--- src/rtl/pulse_burst_gen_pkg.sv ---
// Shared definitions for the pulse burst generator: state encoding and default timing.
// Default tick constants assume a 100 MHz clock (500_000 cycles = 5 ms).
package pulse_burst_gen_pkg;

    typedef enum logic [1:0] {
        IDLE = 2'b00,
        ON   = 2'b01,
        OFF  = 2'b10
    } state_t;

    localparam int DEF_NBIT      = 19;
    localparam int DEF_ON_TICKS  = 500_000;
    localparam int DEF_OFF_TICKS = 500_000;
    localparam int DEF_NBURST    = 3;
    localparam int DEF_CBIT      = 2;

endpackage

--- src/rtl/pulse_burst_gen_tick_timer.sv ---
// Clearable enable counter that flags when the count equals the supplied terminal value.
// The terminal value is an input so one timer can serve both the ON and OFF phases.
module tick_timer
    import pulse_burst_gen_pkg::*;
#(
    parameter int Nbit = DEF_NBIT
) (
    input  logic            clk,
    input  logic            rst,
    input  logic            clr,
    input  logic            en,
    input  logic [Nbit-1:0] term,
    output logic            tc
);

    logic [Nbit-1:0] count;

    // NOTE: sequential state uses non-blocking assignments so every flop samples pre-edge values.
    always_ff @(posedge clk or negedge rst) begin
        if (!rst) begin
            count <= '0;
        end else if (clr) begin
            count <= '0;
        end else if (en) begin
            count <= count + Nbit'(1);
        end
    end

    assign tc = (count == term);

endmodule

--- src/rtl/pulse_burst_gen.sv ---
// Turns a one-clock trigger into NBURST high pulses of ON_TICKS separated by OFF_TICKS gaps.
// Define PULSE_BURST_RETRIGGER_EN to let a trigger during a burst restart it from the first pulse.
module pulse_burst_gen
    import pulse_burst_gen_pkg::*;
#(
    parameter int Nbit      = DEF_NBIT,
    parameter int ON_TICKS  = DEF_ON_TICKS,
    parameter int OFF_TICKS = DEF_OFF_TICKS,
    parameter int NBURST    = DEF_NBURST,
    parameter int Cbit      = DEF_CBIT
) (
    input  logic clk,
    input  logic rst,
    input  logic trig,
    output logic out,
    output logic busy,
    output logic done
);

    localparam logic [Nbit-1:0] ON_TERM    = Nbit'(ON_TICKS - 1);
    localparam logic [Nbit-1:0] OFF_TERM   = Nbit'(OFF_TICKS - 1);
    localparam logic [Cbit-1:0] LAST_BURST = Cbit'(NBURST - 1);

    state_t          state, state_nxt;
    logic [Cbit-1:0] burst, burst_nxt;
    logic            tick_clr, tick_tc, done_nxt;
    logic [Nbit-1:0] term;
    logic            tick_en;

    assign term    = (state == OFF) ? OFF_TERM : ON_TERM;
    assign tick_en = (state != IDLE);

    tick_timer #(.Nbit(Nbit)) u_tick_timer (
        .clk  (clk),
        .rst  (rst),
        .clr  (tick_clr),
        .en   (tick_en),
        .term (term),
        .tc   (tick_tc)
    );

    // NOTE: every signal driven here gets a default first, so no path can infer a latch.
    always_comb begin
        state_nxt = state;
        burst_nxt = burst;
        tick_clr  = 1'b0;
        done_nxt  = 1'b0;
        case (state)
            IDLE: begin
                if (trig) begin
                    state_nxt = ON;
                    burst_nxt = '0;
                    tick_clr  = 1'b1;
                end
            end
            ON: begin
                if (tick_tc) begin
                    tick_clr = 1'b1;
                    if (burst == LAST_BURST) begin
                        state_nxt = IDLE;
                        burst_nxt = '0;
                        done_nxt  = 1'b1;
                    end else begin
                        state_nxt = OFF;
                        burst_nxt = burst + Cbit'(1);
                    end
                end
            end
            OFF: begin
                if (tick_tc) begin
                    state_nxt = ON;
                    tick_clr  = 1'b1;
                end
            end
            default: begin
                state_nxt = IDLE;
                burst_nxt = '0;
                tick_clr  = 1'b1;
            end
        endcase
`ifdef PULSE_BURST_RETRIGGER_EN
        // A restart wins over a burst that would otherwise finish this cycle.
        if (trig && state != IDLE) begin
            state_nxt = ON;
            burst_nxt = '0;
            tick_clr  = 1'b1;
            done_nxt  = 1'b0;
        end
`endif
    end

    // Outputs are registered from the next state so they line up with the state register.
    always_ff @(posedge clk or negedge rst) begin
        if (!rst) begin
            state <= IDLE;
            burst <= '0;
            out   <= 1'b0;
            busy  <= 1'b0;
            done  <= 1'b0;
        end else begin
            state <= state_nxt;
            burst <= burst_nxt;
            out   <= (state_nxt == ON);
            busy  <= (state_nxt != IDLE);
            done  <= done_nxt;
        end
    end

endmodule

--- config.mk ---
export PLATFORM = sky130hd
export DESIGN_NAME = pulse_burst_gen
export DESIGN_NICKNAME = d
export VERILOG_FILES = /design/src/rtl/pulse_burst_gen_pkg.sv /design/src/rtl/pulse_burst_gen_tick_timer.sv /design/src/rtl/pulse_burst_gen.sv
export SDC_FILE = /design/constraint.sdc
export NUM_CORES = 1
export LEC_CHECK = 0
export ABC_AREA = 0
export BUFFER_PORTS_ARGS = -buffer_cell sky130_fd_sc_hd__buf_2
export CELL_PAD_IN_SITES_DETAIL_PLACEMENT = 1
export CELL_PAD_IN_SITES_GLOBAL_PLACEMENT = 1
export CORE_MARGIN = 5
export CORE_UTILIZATION = 50
export DETAILED_ROUTE_END_ITERATION = 7
export HOLD_SLACK_MARGIN = 0.03
export PLACE_DENSITY_LB_ADDON = 0.1
export SYNTH_ARGS = -nofsm -noshare
export SYNTH_HDL_FRONTEND = slang
export SYNTH_SLANG_ARGS = --single-unit
--- constraint.sdc ---
create_clock -name clk -period 3.6 [get_ports clk]
set_input_delay 0.9 -clock clk [delete_from_list [all_inputs] [get_ports clk]]
set_output_delay 0.9 -clock clk [all_outputs]
set_load 0.005 [all_outputs]
==> results of run 1 <==
## cell type report
type	count	share of cell area (%)
clock buffers	4	2.303
well taps	33	2.621
repair buffers	5	1.589
flip-flops and latches	26	41.30
multi-input cells	125	50.52
inverters	7	1.668
## Yosys cell counts, types with 2 or more instances
library cell   n
and3_2         2
or3_1          2
a31oi_1        2
nand2b_1       3
nor2_1        28
nor2b_1        4
nand3_1        5
inv_1          7
xor2_1         8
a21oi_1        5
nand4_1        8
and2_1         2
dfrtp_1       26
buf_4          2
a21o_1         2
nand2_1       12
nor4_1         7
a221o_1        3
xnor2_1        8
nor3_1         7
ha_1           5
## per-layer routing
| layer | wire [um] | vias to the layer above |
|---|---|---|
| met3 | 65 | 5 |
| met4 | 37 | 0 |
| met2 | 1620 | 9 |
| li1 | - | 574 |
| met1 | 1554 | 592 |
| met5 | 0 | - |
## final timing paths
path | slack [ns] | to | startpoint | depth (start not counted)
setup / recovery | 1.36 | u_tick_timer.count[12] | u_tick_timer.count[9] | 5
hold / removal | 0.54 | burst[1] | rst | 1
setup reg to reg | 1.36 | u_tick_timer.count[12] | u_tick_timer.count[9] | 5
hold reg to reg | 0.59 | u_tick_timer.count[18] | u_tick_timer.count[18] | 2
max in group asynchronous | 2.67 | state[0] | rst | 1
min in group clk | 0.59 | u_tick_timer.count[18] | u_tick_timer.count[18] | 2
## layout by cell type, fill, tap and decap left out, types with 7 or more instances in the layout
master,netlist,routed
nor3_1,7,7
nand2_1,12,12
nand4_1,8,8
inv_1,7,7
dfrtp_1,26,26
nor2_1,28,28
xor2_1,8,8
nor4_1,7,7
xnor2_1,8,8
## sequential cells by signal, summed over array words and instances (netlist names)
| signal | flops |
|---|---|
| burst | 2 |
| done | 1 |
| state | 2 |
| busy | 1 |
| out | 1 |
| u_tick_timer.count | 19 |
## critical path: cells and delay by family, from the launching register on
family / cells / cell delay, ns
DFF: 1 / 0.46
and+or+nand+nor: 5 / 1.65
## logic make-up after synthesis
kind of cell	count (synthesis)	share of synthesized area, %
AO/OA/AOI/OAI	15	6.905
XOR/XNOR	16	9.318
adder cells (fa/ha/maj)	5	4.160
buffers and inverters	12	3.827
flip-flops	26	43.26
multiplexers	1	0.7487
AND/OR/NAND/NOR	88	31.78
## power groups by stage
stage / Clock (uW) / Sequential [uW] / Combinational, uW
floorplan: 0 / 356 / 164
global placement: 0 / 360 / 212
detailed placement: 0 / 362 / 222
CTS: 158 / 356 / 224
global route: 171 / 363 / 251
finish: 150 / 357 / 220
## stage by stage
step,power [uW],area (um^2),utilization (%)
4_1_cts,738.6,1575,52.90
2_1_floorplan,520.4,1504,-
3_5_place_dp,584.8,1539,51.68
3_3_place_gp,571.8,1539,51.68
6_report,726.5,1575,52.90
5_1_grt,785.0,1575,52.90
==> metrics.md, run 1 <==
| Metric | Value |
|---|---|
| Sequential power share | `49.1%` |
| Synth area leader | `dfrtp_1` |
| Layout cells sized above 1 | `9.581%` |
| Critical path endpoint category | `flip-flop` |
| Port Buffers | `5` |
| Critical-path maximum fanout | `16` |
| Maximum vdd drop | `approximately 0.18 mV` |
| Fill cells | `roughly 350` |
| Rows | `20` |
| WL/cell | `approximately 16 um` |
| Worst skew pair latency | `about 0.32 ns` |
| Crit path arrival time | `~2.5 ns` |
| M1 GR Usage | `22.09%` |
| Post-route minimum period | `approximately 2.2 ns` |
| Netlist cell types | `36` |
| Post-synth top flop | `dfrtp_1` |
| Setup CP Type | `reg2reg` |
| Sequential cell area fraction in the yosys report | `a little over two fifths` |
| Comb pwr share | `between 30 and 40%` |
| 1st-iter DRT viols | `51` |
| Post-Syn Instances | `~160` |
| CTS hold repair buffers | `0` |
| Slew @ Worst Pin | `0.7258 ns` |
| FMAX | `between 400 and 500 MHz` |
| Crit-path cells | `or4b_4 > nor4_1 > nand3_1 > nand2_1 > nor2_1` |
| Slew margin rel. | `51.24%` |
| Final Hold Viols | `0` |
| Grt ovf | `0` |
| PD cells | `about 460 nW/um^2` |
| Initial antenna violation count | `0` |
| Switch share | `around a third` |
| Number of synthesized flops with an enable pin | `0` |
| Clk buf depth | `2` |
| Global placement routability congestion | `around 0.80` |
| DRC Markers | `0` |
| Met3 Track Usage GR | `roughly 2.6%` |
| Setup TNS | `0 ns` |
| Post-Syn Area | `approximately 1500 um^2` |
| Diode count | `0` |
| Net Count, Synth | `171` |
| Synth-to-Final Area Change | `4.742%` |
| Final period util | `between 60 and 70%` |
| Share of total power in the clock network | `approximately 20%` |
| Status | `finished clean` |
| RSZ-0062 raised after global routing | `false` |
| Flops & latches, synth | `26` |
| Async SR Flop Fraction | `between 90% and 100%` |
| Worst hold slack | `~0.54 ns` |
| Tot GR Track Use | `17.62%` |
| Via count | `~1,200` |
| Crit start category | `flip-flop` |
| Slowest cell on crit path | `or4b_4` |
| # clock sinks | `26` |
| Post_cts resized | `0` |
| Req. time, crit path | `~3.8 ns` |
| Sw power | `around 250 uW` |
| P_leak | `~0.00068 uW` |
| Vias in the first global route | `between 1,000 and 1,500` |
| Core Area | `about 3000 um^2` |
| Final ANT Viol Nets | `0` |
| Hold Crit Class | `in2async` |
| Reg area | `about 650 um^2` |
| Clock Tree Root | `clkbuf_4` |
| Starting density of the core | `roughly half` |
| Final WL | `3277 um` |
| CTS tree | `done` |
| Synth top area cells | `dfrtp_1 (43%), nor2_1 (7.0%), xnor2_1 (4.7%)` |
| Gr busiest metal | `met2` |
| Post-Layout Cell Count | `200` |
| DPL Wire Length | `between 2000 and 2500 um` |
| Clock-pin slew on the worst setup and hold paths | `between 0.1 and 0.15 ns` |
| Share of the synthesized area in the top cell type | `43.26%` |
| Post-CTS Setup Bufs | `0` |
| TritonCTS Buffers | `3` |
| First-pass GRT wire length | `roughly 5800 um` |
| Die W | `between 60 and 70 um` |
| Max Clock Skew | `0.003932 ns` |
| Multi-input logic area | `between 700 and 800 um^2` |
| Die extent in y | `approximately 65 um` |
| Internal | `473.9 uW` |
| Mean Syn Cell Area | `slightly above 9 um^2` |
| # H-tree levels | `1` |
| Met2 Usage GRT | `30.91%` |
| Final setup viols | `0` |
| Max Transition Viols Final | `0` |
| Final Net Count | `176` |
| Setup slack after layout | `around 1.4 ns` |
| I/O pin cnt | `6` |
| Die area | `between 4000 and 5000 um^2` |
| Largest stage delay, worst path | `roughly 0.57 ns` |
| Synth Warn # | `0` |
| Via-to-Cell Ratio | `5.900` |
| Placement Setup Slack | `approximately 1.3 ns` |
| Pin count of the biggest net entering global routing | `27` |
| Dpl cells | `approximately 200` |
| Total of max-cap violations | `0` |
| DRT Pass-1 Iters | `4` |
(Power assumes the default switching activity.)
==> run 2: changes to the inputs <==
--- a/config.mk
+++ b/config.mk
@@ -10,7 +10,7 @@
 export CELL_PAD_IN_SITES_DETAIL_PLACEMENT = 1
 export CELL_PAD_IN_SITES_GLOBAL_PLACEMENT = 1
 export CORE_MARGIN = 5
-export CORE_UTILIZATION = 50
+export CORE_UTILIZATION = 47
 export DETAILED_ROUTE_END_ITERATION = 7
 export HOLD_SLACK_MARGIN = 0.03
 export PLACE_DENSITY_LB_ADDON = 0.1
==> constraint.sdc (replaced) <==
create_clock -name clk -period 2.2 [get_ports clk]
set_input_delay 0.55 -clock clk [delete_from_list [all_inputs] [get_ports clk]]
set_output_delay 0.55 -clock clk [all_outputs]
set_load 0.005 [all_outputs]
==> run 2 against run 1 <==
  * Die area grew 5.4%
  * Cell count is 9.0% higher
  * Flip-flop and latch count unchanged
  * Critical path depth stayed put
  * Global-route usage increased by 1.3 points
  * Largest cell class unchanged
  * Combinational power is 81% higher
  * Clock skew up 0.0047 ns
  * Count of clock-buffer cells in the layout down 1
==> metrics.md, run 2 (synthesis gave the netlist of run 1 again) <==
| Metric | Value |
|---|---|
| Critical-path maximum fanout | `5 (-11)` |
| Hold Crit Class | `in2async` |
| WL/cell | `16.54 um (+0.95%)` |
| Critical path buffers and inverters | `0 (unchanged)` |
| Post-route minimum period | `2.077 ns (-0.1677 ns)` |
| R2R Path Start | `u_tick_timer.count[9]` |
| Port Buffers | `5 (unchanged)` |
| Global placement routability congestion | `0.8103 (+1.6%)` |
| CTS tree | `done` |
| Pin count of the biggest net entering global routing | `27 (unchanged)` |
| Slowest cell on crit path | `or4b_4` |
| PD cells | `794.7 nW/um^2 (+72%)` |
| Top Family by Delay on Critical Path | `simple AND/OR/NAND/NOR gates` |
| Grt ovf | `0 (unchanged)` |
| Die W | `66.57 um (+2.7%)` |
| Clock-pin slew on the worst setup and hold paths | `0.15 ns (about the same)` |
| Vias in the first global route | `1,280 (+1.4%)` |
| TritonCTS Buffers | `3 (unchanged)` |
| Largest stage delay, worst path | `0.57 ns (about the same)` |
| Final WL | `3606 um (+10%)` |
| Clock Tree Root | `clkbuf_4` |
| DPL Wire Length | `2698 um (+9.8%)` |
| Worst Reg-to-Reg Cells | `5 (unchanged)` |
| Final setup viols | `0 (unchanged)` |
| Most flop-heavy register | `u_tick_timer.count` |
| Slew @ Worst Pin | `0.5860 ns (-0.1398 ns)` |
| Core Util, Final | `54.51% (+1.6 points)` |
| Starting density of the core | `49.26% (-1.2 points)` |
| Max Clock Skew | `0.008638 ns (+0.004706 ns)` |
| Via-to-Cell Ratio | `5.523 (-6.4%)` |
| Layout cells sized above 1 | `13.79% (+4.2 points)` |
| Commonest non-fill, non-tap cell in the layout | `nor2_1` |
| P_leak | `0.0007241 uW (+6.4%)` |
| # clock sinks | `26 (unchanged)` |
| Worst R2R End | `burst[1]` |
| Clk buf depth | `2 (unchanged)` |
| Req. time, crit path | `2.44 ns (-1.37 ns)` |
| Slew margin rel. | `60.93% (+9.7 points)` |
| Core Area | `3053 um^2 (+2.5%)` |
| First-pass GRT wire length | `6230 um (+7.5%)` |
| RSZ-0062 raised after global routing | `false` |
| Diode count | `0 (unchanged)` |
| Post-CTS Setup Bufs | `0 (unchanged)` |
| Total power draw | `1322 uW (+82%)` |
| 1st-iter DRT viols | `65 (+27%)` |
| DRC Markers | `0 (unchanged)` |
| Setup slack after layout | `0.1228 ns (-1.232 ns)` |
| Most frequent cells in the layout | `nor2_1 (28), dfrtp_1 (26), nand2_1 (12)` |
| Via count | `1,204 (+2.0%)` |
| Final Net Count | `183 (+4.0%)` |
| Fill cells | `370 (+5.4%)` |
| Total of max-cap violations | `0 (unchanged)` |
| Synth-to-Final Area Change | `10.65%` |
| Die extent in y | `66.57 um (+2.7%)` |
| Max Transition Viols Final | `0 (unchanged)` |
| Final Hold Viols | `0 (unchanged)` |
| Max reg flops | `19 (unchanged)` |
| Rows | `20 (unchanged)` |
| Die area | `4431 um^2 (+5.4%)` |
| Initial antenna violation count | `0 (unchanged)` |
| DRT Pass-1 Iters | `4 (unchanged)` |
| # H-tree levels | `1 (unchanged)` |
| Final period util | `94.42% (+32 points)` |
| Top Registers | `u_tick_timer.count (19), burst (2), state (2)` |
| Setup TNS | `0 ns (unchanged)` |
| I/O pin cnt | `6 (unchanged)` |
| Status | `finished clean` |
| Maximum vdd drop | `0.4691 mV (+150%)` |
| Crit path arrival time | `2.32 ns (-0.13 ns)` |
| Placement Setup Slack | `0.1023 ns (-1.202 ns)` |
| Setup CP Type | `reg2reg` |
| Tot GR Track Use | `18.93% (+1.3 points)` |
| Final ANT Viol Nets | `0 (unchanged)` |
| Crit start category | `flip-flop` |
| Critical path endpoint category | `flip-flop` |
| FMAX | `481.4 MHz (+8.1%)` |
| Worst skew pair latency | `0.34 ns (+0.02 ns)` |
| Crit-path cells | `or4b_4 > nor4b_4 > nand3_2 > and3_2 > a221o_1` |
| R2r setup slk | `0.12 ns (-1.23 ns)` |
run 2: cell types whose count changed in the layout (fill, tap and decap cells not counted), sizes merged:
cell | before | now
clkbuf | 4 | 3
buf | 5 | 12
bufinv | 0 | 1
run 2: repair_timing:
action / CTS / global route
hold buffers: 0 / 0
endpoints found under the setup margin: 0 / 18
resized for setup: 0 / 1
endpoints found under the hold margin: 0 / 0
run 2: area by class of cell:
type	count	area, um^2	share of cell area (%)
Tap cell	44	55.05	3.308
Timing Repair Buffer	12	77.57	4.662
Inverter	7	26.28	1.579
Sequential cell	26	650.6	39.10
Clock buffer	3	22.52	1.353
Clock inverter	1	30.03	1.805
Multi-Input combinational cell	125	802.0	48.20
run 2: how the worst max path moves through the flow:
stage | start | endpoint | cells after the start
finish | u_tick_timer.count[9] | burst[1] | 5
global route | u_tick_timer.count[9] | burst[1] | 5
CTS | u_tick_timer.count[9] | u_tick_timer.count[12] | 6
detailed placement | u_tick_timer.count[9] | u_tick_timer.count[12] | 6
global placement | u_tick_timer.count[11] | out | 5
floorplan | u_tick_timer.count[9] | burst[1] | 5
run 2: per-stage QoR:
step,instances,cell area (um^2),hold slack [ns]
floorplan,163,1504,0.2544
global placement,214,1605,0.5467
detailed placement,214,1605,0.5656
CTS,218,1658,0.2046
global route,218,1664,0.2116
finish,218,1664,0.1815
run 2: metal layers:
metal  global-route usage, %  vias to the layer above  part of all wire [%]
met3                   3.204                        8                   2.6
li1                        -                      588                     -
met1                   22.44                      594                    44
met2                   34.28                       14                    52
met4                   6.091                        0                   1.8
met5                       0                        -                     0
run 2: where the power goes:
group,leakage (uW),internal (uW),total [uW],switching (uW)
sequential,0.000355,532,581,48.6
combinational,0.000341,166,398,232
clock,0.0000279,185,343,159
total,0.000724,883,1320,440
run 2: worst register-to-register path: stages, from the launching register on:
cell and delay [ns]:
dfrtp_1 0.47, or4b_4 0.57, nor4b_4 0.29, nand3_2 0.15, and3_2 0.24, a221o_1 0.25
